## config.mk

```make
export PLATFORM = sky130hd
export DESIGN_NAME = cache_set_assoc_rr
export DESIGN_NICKNAME = d
export VERILOG_FILES = /design/src/rtl/cache_pkg.sv /design/src/rtl/cache_way_array.sv /design/src/rtl/cache_set_assoc_rr.sv
export SDC_FILE = /design/constraint.sdc
export NUM_CORES = 2
export LEC_CHECK = 0
export CAP_MARGIN = 20
export CORE_MARGIN = 4
export CORE_UTILIZATION = 40
export DETAILED_ROUTE_END_ITERATION = 8
export PLACE_DENSITY_LB_ADDON = 0.08
export SETUP_SLACK_MARGIN = 0.02
export SLEW_MARGIN = 20
export SYNTH_ARGS = -nofsm -noshare
export SYNTH_HDL_FRONTEND = slang
export SYNTH_SLANG_ARGS = --single-unit
```

## constraint.sdc

```tcl
create_clock -name clk -period 7.8 [get_ports clk]
set_input_delay 1.95 -clock clk [delete_from_list [all_inputs] [get_ports clk]]
set_output_delay 1.95 -clock clk [all_outputs]
set_load 0.005 [all_outputs]
```

## src/rtl/cache_pkg.sv

```systemverilog
// Shared types and width helpers for the set-associative instruction cache.
package cache_pkg;

    typedef enum logic [1:0] {
        S_IDLE = 2'd0,
        S_WAIT = 2'd1,
        S_FILL = 2'd2
    } cache_state_t;

    function automatic int tag_width(input int addr_w, input int words_b, input int sets_b);
        return addr_w - words_b - sets_b;
    endfunction

    // A directly mapped build still needs a 1-bit pointer/way index.
    function automatic int ptr_width(input int ways_b);
        return (ways_b > 0) ? ways_b : 1;
    endfunction

endpackage

```

## src/rtl/cache_way_array.sv

```systemverilog
// One cache way: per-set valid bits, tag store and line store.
module cache_way_array #(
    parameter int LINE_WIDTH = 64,
    parameter int TAG_WIDTH  = 10,
    parameter int SETS_BITS  = 4
) (
    input  logic                  clk,
    input  logic                  rst,
    input  logic                  i_flush,
    input  logic                  i_we,
    input  logic [SETS_BITS-1:0]  i_rd_set,
    input  logic [SETS_BITS-1:0]  i_wr_set,
    input  logic [TAG_WIDTH-1:0]  i_wr_tag,
    input  logic [LINE_WIDTH-1:0] i_wr_line,
    output logic                  o_rd_valid,
    output logic [TAG_WIDTH-1:0]  o_rd_tag,
    output logic [LINE_WIDTH-1:0] o_rd_line
);

    localparam int SETS = 1 << SETS_BITS;

    logic [SETS-1:0]       r_valid;
    logic [TAG_WIDTH-1:0]  r_tag_mem [SETS];
    (* ram_style = "block" *) logic [LINE_WIDTH-1:0] r_data_mem [SETS];

    // Valid bits: cleared together by reset or flush, set one at a time by a fill.
    always_ff @(posedge clk) begin
        if (rst) begin
            r_valid <= '0;
        end else if (i_flush) begin
            r_valid <= '0;
        end else if (i_we) begin
            r_valid[i_wr_set] <= 1'b1;
        end else begin
            r_valid <= r_valid;
        end
    end

    // Tag and line storage, written only on fill.
    always_ff @(posedge clk) begin
        if (i_we) begin
            r_tag_mem[i_wr_set]  <= i_wr_tag;
            r_data_mem[i_wr_set] <= i_wr_line;
        end
    end

    assign o_rd_valid = r_valid[i_rd_set];
    assign o_rd_tag   = r_tag_mem[i_rd_set];
    assign o_rd_line  = r_data_mem[i_rd_set];

endmodule

```

## src/rtl/cache_set_assoc_rr.sv

```systemverilog
// Read-only N-way set-associative instruction cache with per-set round-robin replacement.
module cache_set_assoc_rr
    import cache_pkg::*;
#(
    parameter int DWIDTH        = 16,
    parameter int WORDS_BITS    = 2,
    parameter int SETS_BITS     = 4,
    parameter int WAYS_BITS     = 1,
    parameter int ADDR_IN_WIDTH = 16,
    parameter int CNT_WIDTH     = 32
) (
    input  logic                                     clk,
    input  logic                                     rst,
    input  logic                                     addr_in_valid,
    input  logic [ADDR_IN_WIDTH-1:0]                 addr_in,
    output logic                                     addr_in_ready,
    output logic                                     data_out_valid,
    output logic [DWIDTH-1:0]                        data_out,
    output logic                                     addr_out_valid,
    output logic [ADDR_IN_WIDTH-WORDS_BITS-1:0]      addr_out,
    input  logic                                     addr_out_ready,
    input  logic                                     data_in_valid,
    input  logic [(DWIDTH<<WORDS_BITS)-1:0]          data_in,
    input  logic                                     flush,
    output logic [CNT_WIDTH-1:0]                     hit_count,
    output logic [CNT_WIDTH-1:0]                     miss_count
);

    localparam int LINE_WIDTH = DWIDTH << WORDS_BITS;
    localparam int TAG_WIDTH  = tag_width(ADDR_IN_WIDTH, WORDS_BITS, SETS_BITS);
    localparam int WAYS       = 1 << WAYS_BITS;
    localparam int SETS       = 1 << SETS_BITS;
    localparam int PTR_W      = ptr_width(WAYS_BITS);
    localparam logic [PTR_W-1:0] PTR_MASK = PTR_W'(WAYS - 1);

    cache_state_t          r_state;
    logic [TAG_WIDTH-1:0]  r_tag;
    logic [SETS_BITS-1:0]  r_set;
    logic [PTR_W-1:0]      r_victim;
    logic [PTR_W-1:0]      r_rr [SETS];
    logic                  r_flush_pend;
    logic                  r_replay;
    logic                  r_dvalid;
    logic [DWIDTH-1:0]     r_data;
    logic [CNT_WIDTH-1:0]  r_hit_cnt;
    logic [CNT_WIDTH-1:0]  r_miss_cnt;

    logic [WORDS_BITS-1:0] w_word;
    logic [SETS_BITS-1:0]  w_set;
    logic [TAG_WIDTH-1:0]  w_tag;
    logic [WAYS-1:0]       w_way_valid;
    logic [TAG_WIDTH-1:0]  w_way_tag  [WAYS];
    logic [LINE_WIDTH-1:0] w_way_line [WAYS];
    logic [WAYS-1:0]       w_hit_vec;
    logic [LINE_WIDTH-1:0] w_hit_line;
    logic [PTR_W-1:0]      w_victim;
    logic [WAYS-1:0]       w_we;
    logic                  w_idle;
    logic                  w_flush_now;
    logic                  w_accept;
    logic                  w_fetch;
    logic                  w_fill;

    assign w_word = addr_in[WORDS_BITS-1:0];
    assign w_set  = addr_in[WORDS_BITS +: SETS_BITS];
    assign w_tag  = addr_in[ADDR_IN_WIDTH-1 -: TAG_WIDTH];

    for (genvar gw = 0; gw < WAYS; gw++) begin : g_way
        assign w_we[gw] = w_fill && (r_victim == PTR_W'(gw));
        cache_way_array #(
            .LINE_WIDTH (LINE_WIDTH),
            .TAG_WIDTH  (TAG_WIDTH),
            .SETS_BITS  (SETS_BITS)
        ) u_way (
            .clk        (clk),
            .rst        (rst),
            .i_flush    (w_flush_now),
            .i_we       (w_we[gw]),
            .i_rd_set   (w_set),
            .i_wr_set   (r_set),
            .i_wr_tag   (r_tag),
            .i_wr_line  (data_in),
            .o_rd_valid (w_way_valid[gw]),
            .o_rd_tag   (w_way_tag[gw]),
            .o_rd_line  (w_way_line[gw])
        );
    end

    // Tag compare across ways; at most one way matches, so OR-ing masked lines selects it.
    always_comb begin
        w_hit_vec  = '0;
        w_hit_line = '0;
        for (int w = 0; w < WAYS; w++) begin
            w_hit_vec[w] = w_way_valid[w] && (w_way_tag[w] == w_tag);
            w_hit_line   = w_hit_line | (w_way_line[w] & {LINE_WIDTH{w_hit_vec[w]}});
        end
    end

    // Victim: lowest-index invalid way, else the set's round-robin pointer.
    always_comb begin
        w_victim = r_rr[w_set];
        for (int w = WAYS - 1; w >= 0; w--) begin
            w_victim = (!w_way_valid[w]) ? PTR_W'(w) : w_victim;
        end
    end

    assign w_idle      = (r_state == S_IDLE);
    assign w_flush_now = w_idle && (flush || r_flush_pend);
    assign w_accept    = w_idle && addr_in_valid && (|w_hit_vec) && !w_flush_now;
    assign w_fetch     = w_idle && addr_in_valid && !(|w_hit_vec) && !w_flush_now;
    assign w_fill      = (r_state == S_WAIT) && data_in_valid;

    // Miss-handling FSM, RR pointers and deferred flush.
    always_ff @(posedge clk) begin
        if (rst) begin
            r_state      <= S_IDLE;
            r_tag        <= '0;
            r_set        <= '0;
            r_victim     <= '0;
            r_flush_pend <= 1'b0;
            r_replay     <= 1'b0;
            for (int s = 0; s < SETS; s++) begin
                r_rr[s] <= '0;
            end
        end else begin
            if (w_idle) begin
                r_flush_pend <= 1'b0;
            end else if (flush) begin
                r_flush_pend <= 1'b1;
            end else begin
                r_flush_pend <= r_flush_pend;
            end

            if (w_accept) begin
                r_replay <= 1'b0;
            end else if (w_fetch && addr_out_ready) begin
                r_replay <= 1'b1;
            end else begin
                r_replay <= r_replay;
            end

            case (r_state)
                S_IDLE: begin
                    if (w_fetch && addr_out_ready) begin
                        r_tag    <= w_tag;
                        r_set    <= w_set;
                        r_victim <= w_victim;
                        r_state  <= S_WAIT;
                    end else begin
                        r_state  <= S_IDLE;
                    end
                end
                S_WAIT: begin
                    if (data_in_valid) begin
                        r_rr[r_set] <= (r_rr[r_set] + PTR_W'(1)) & PTR_MASK;
                        r_state     <= S_FILL;
                    end else begin
                        r_state     <= S_WAIT;
                    end
                end
                S_FILL: begin
                    r_state <= S_IDLE;
                end
                default: begin
                    r_state <= S_IDLE;
                end
            endcase
        end
    end

    // Registered response and counters; a replayed miss is not counted as a hit.
    always_ff @(posedge clk) begin
        if (rst) begin
            r_dvalid   <= 1'b0;
            r_data     <= '0;
            r_hit_cnt  <= '0;
            r_miss_cnt <= '0;
        end else begin
            r_dvalid <= w_accept;
            if (w_accept) begin
                r_data <= w_hit_line[w_word*DWIDTH +: DWIDTH];
            end else begin
                r_data <= r_data;
            end
            if (w_accept && !r_replay) begin
                r_hit_cnt <= r_hit_cnt + CNT_WIDTH'(1);
            end else begin
                r_hit_cnt <= r_hit_cnt;
            end
            if (w_fetch && addr_out_ready) begin
                r_miss_cnt <= r_miss_cnt + CNT_WIDTH'(1);
            end else begin
                r_miss_cnt <= r_miss_cnt;
            end
        end
    end

    assign addr_in_ready  = w_accept;
    assign addr_out_valid = w_fetch;
    assign addr_out       = addr_in[ADDR_IN_WIDTH-1:WORDS_BITS];
    assign data_out_valid = r_dvalid;
    assign data_out       = r_data;
    assign hit_count      = r_hit_cnt;
    assign miss_count     = r_miss_cnt;

endmodule

```

==> summary.md <==
| Metric | Value |
|---|---|
| Dpl hpwl | 144 mm |
| Max_cap viols | 0 |
| Filler Cells Inserted | 20400 |
| Synth Instances | 4417 |
| Post-synth EDFFs | between 2000 and 2500 |
| Dominant cells by area after synthesis | edfxtp_1 (73%), mux4_2 (17%), dfxtp_1 (2.8%) |
| Synth top area share | 0.732 |
| Fin. Hold Viols | 0 |
| Lkg Pwr | 35.2 nW |
| Max Fclk | roughly 140 MHz |
| Setup TNS | 0 ns |
| Clock sink count | 2520 |
| R2r setup slk | 3.01 ns |
| Fraction of registers with async set/reset | 0 |
| IR drop worst, VDD | 149 uV |
| Global-route wire length before repair | 391 mm |
| Finished Core Util | 0.464 |
| Max FO, Critical Path | 36 |
| Drt first pass iters | 7 |
| Final setup viols | 0 |
| Max_slew headroom | 0.248 |
| Port bufs | 182 |
| Slew Viols, Final | 0 |
| Switching pwr | between 5 and 6 mW |
| Fin nets | 4868 |
| Sequential share of the synthesized area | 0.760 |
| Drc violations | 0 |
| Measured slew at the worst slew-check pin | ~1.1 ns |
| Final Skew | 0.0473 ns |
| Crit path DAT | 5.36 ns |
| Chip Width | 502 um |
| Max Root-Sink Buffers | 4 |
| # hold bufs at CTS | 0 |
| CP endpoint kind | output pin |
| Switch share | 0.208 |
| Netlist Area Pre-Place | 97800 sq um |
| Dpl ws | roughly 0.37 ns |
| Post-synth top area cell | edfxtp_1 |
| Largest net degree at the start of global routing | 88 |
| Core Region | 243000 sq um |
| Cell Rows | 181 |
| Die Ht | roughly 500 um |
| Initial detailed-routing violation count | 4872 |
| RSZ-0062 raised after global routing | no |
| Worst-skew pair later-pin latency | 0.91 ns |
| Per-cell routed wire length | roughly 34 um |
| Yosys Warn Count | 0 |
| Seq cells post-synth | 2520 |
| Number of global-route vias before repair | 48800 |
| Sequential share of power | 0.516 |
| Drt total wl | between 200 and 300 mm |
| Worst setup margin | slightly below 0.5 ns |
| Layout cell share with drive strength beyond 1 | 0.271 |
| TritonCTS clock tree | built |
| Gr usage total | 0.220 |
| Clock share of power | 0.442 |
| Pwr/cell area | 255 nW/um^2 |
| Multi-input logic area | 22300 sq um |
| Syn avg cell area | 22.1 sq um |
| Routed Antenna Nets | 0 |
| Status | finished clean |
| Num CTS Buffers | 290 |
| Hold crit path type | reg -> reg |
| Leading register cell type out of synthesis | edfxtp_1 |
| Io pins | 183 |
| Routability-driven placement congestion ratio | 0.751 |
| Int Pwr | 22.7 mW |
| Req. time, crit path | 5.85 ns |
| Min cycle time layout | between 7 and 8 ns |
| # Post-CTS Setup Buffers | 0 |
| Most common cell after layout, fill and taps aside | edfxtp_1 |
| Gate power share | 0.042 |
| Initial Utilization | 0.402 |
| P&R area growth vs syn | 15.3% |
| Cts repair resizes | 0 |
| Vias per cell | 5.84 |
| Die area | approximately 250000 sq um |
| Tcrit/Tclk final | 0.937 |
| Clock Tree Root | clkbuf_16 |
| CTS clock-pin slew for the worst setup and hold paths | 0.05 ns |
| Antenna violations before repair | 30 |
| H-tree levels | 5 |
| Gr ovfl total | 0 |
| Startpoint Class | input pin |
| Worst Path Class, Setup | in -> out |
| Most frequent cells in the layout | edfxtp_1 (2384), mux4_2 (721), clkbuf_16 (297) |
| FF/Latch Area | 74300 sq um |
| Via Count | 47900 |
| Netlist cell types | 74 |
| Synth Net Count | approximately 4500 |
[final timing paths]
| path | from | to | depth (start not counted) |
|---|---|---|---|
| max | addr_in[2] | addr_in_ready | 12 |
| min | g_way[0].u_way.r_valid[4] | g_way[0].u_way.r_valid[4] | 1 |
| max reg2reg | g_way[1].u_way.r_tag_mem[6][0] | miss_count[3] | 10 |
| min reg2reg | g_way[0].u_way.r_valid[4] | g_way[0].u_way.r_valid[4] | 1 |
[power by group through the flow]
stage	logic, mW	registers [mW]	clock network (mW)
detailed placement	1.23	15.1	0
finish	1.20	14.8	12.7
floorplan	0.739	15.1	0
CTS	1.23	14.8	13.0
global route	1.28	14.8	13.6
global placement	1.22	15.1	0
[state kept, by name, indices dropped and copies added (netlist names), 2 cells and up, named ones only]
| name | count |
|---|---|
| miss_count | 32 |
| r_state | 2 |
| g_way.u_way.r_data_mem | 2048 |
| g_way.u_way.r_tag_mem | 320 |
| hit_count | 32 |
| g_way.u_way.r_valid | 32 |
| r_tag | 10 |
| r_set | 4 |
| data_out | 16 |
| r_rr | 16 |
[per-layer routing]
metal  vias up  GRT usage  part of all wire
met5         -          0           0.00040
met4        16     0.0457             0.017
met3       380     0.0372             0.058
met2      1483      0.358              0.49
met1     26600      0.316              0.44
li1      19500          -                 -
[cells in the mapped netlist, types with 5 or more instances]
cell / n
edfxtp_1: 2384
mux4_2: 721
nor2_1: 137
dfxtp_1: 136
clkbuf_1: 117
nand2_1: 81
buf_2: 77
mux2i_1: 77
nor3_1: 63
a21oi_1: 53
o21ai_0: 36
nand3_1: 35
buf_4: 34
o21a_1: 34
xnor2_1: 34
nor2b_1: 30
o22ai_1: 30
or3_1: 26
xor2_1: 22
nand4_1: 21
buf_6: 18
inv_1: 18
nor4_1: 16
o21bai_1: 16
or4_1: 16
mux2_2: 13
nand2b_1: 13
a211o_1: 12
a22oi_1: 12
a211oi_1: 11
and3_1: 11
a31oi_1: 9
and4_1: 9
buf_1: 9
and2_1: 8
a221oi_1: 7
o31ai_1: 6
nand4b_1: 5
[cell families after synthesis]
| logic type | share of synthesized area |
|---|---|
| buffers and inverters | 0.0146 |
| xor gates and xnor gates | 0.00502 |
| DFF | 0.760 |
| and+or+nand+nor | 0.0255 |
| AOI/OAI and AO/OA | 0.0176 |
| adders and majority gates | 0.000256 |
| muxes | 0.177 |
[stage by stage]
stage	std cells	hold slack [ns]	total power, mW	area [sq um]
finish	8204	0.462	28.7	113000
global placement	7688	0.443	16.3	104000
CTS	8192	0.463	29.1	113000
global route	8197	0.479	29.7	113000
detailed placement	7688	0.450	16.3	104000
floorplan	4417	0.435	15.8	97800
[critical path, cell delays in order]
cell	delay [ns]
buf_8	0.35
buf_4	0.24
mux4_2	0.51
mux2i_1	0.17
mux2i_1	0.12
xnor2_1	0.24
o2111ai_1	0.31
a211oi_4	0.37
and2_2	0.26
o21ai_4	0.07
inv_1	0.18
clkdlybuf4s50_1	0.54
[layout make-up]
class	instances	area share
Tap cell	3202	0.0355
Sequential cell	2520	0.659
Clock buffer	375	0.0694
Clock inverter	129	0.00832
Inverter	20	0.000666
Antenna cell	10	0.000222
Timing Repair Buffer	328	0.0287
Multi-Input combinational cell	1620	0.198
No activity file was read; power rests on OpenSTA's default activity.
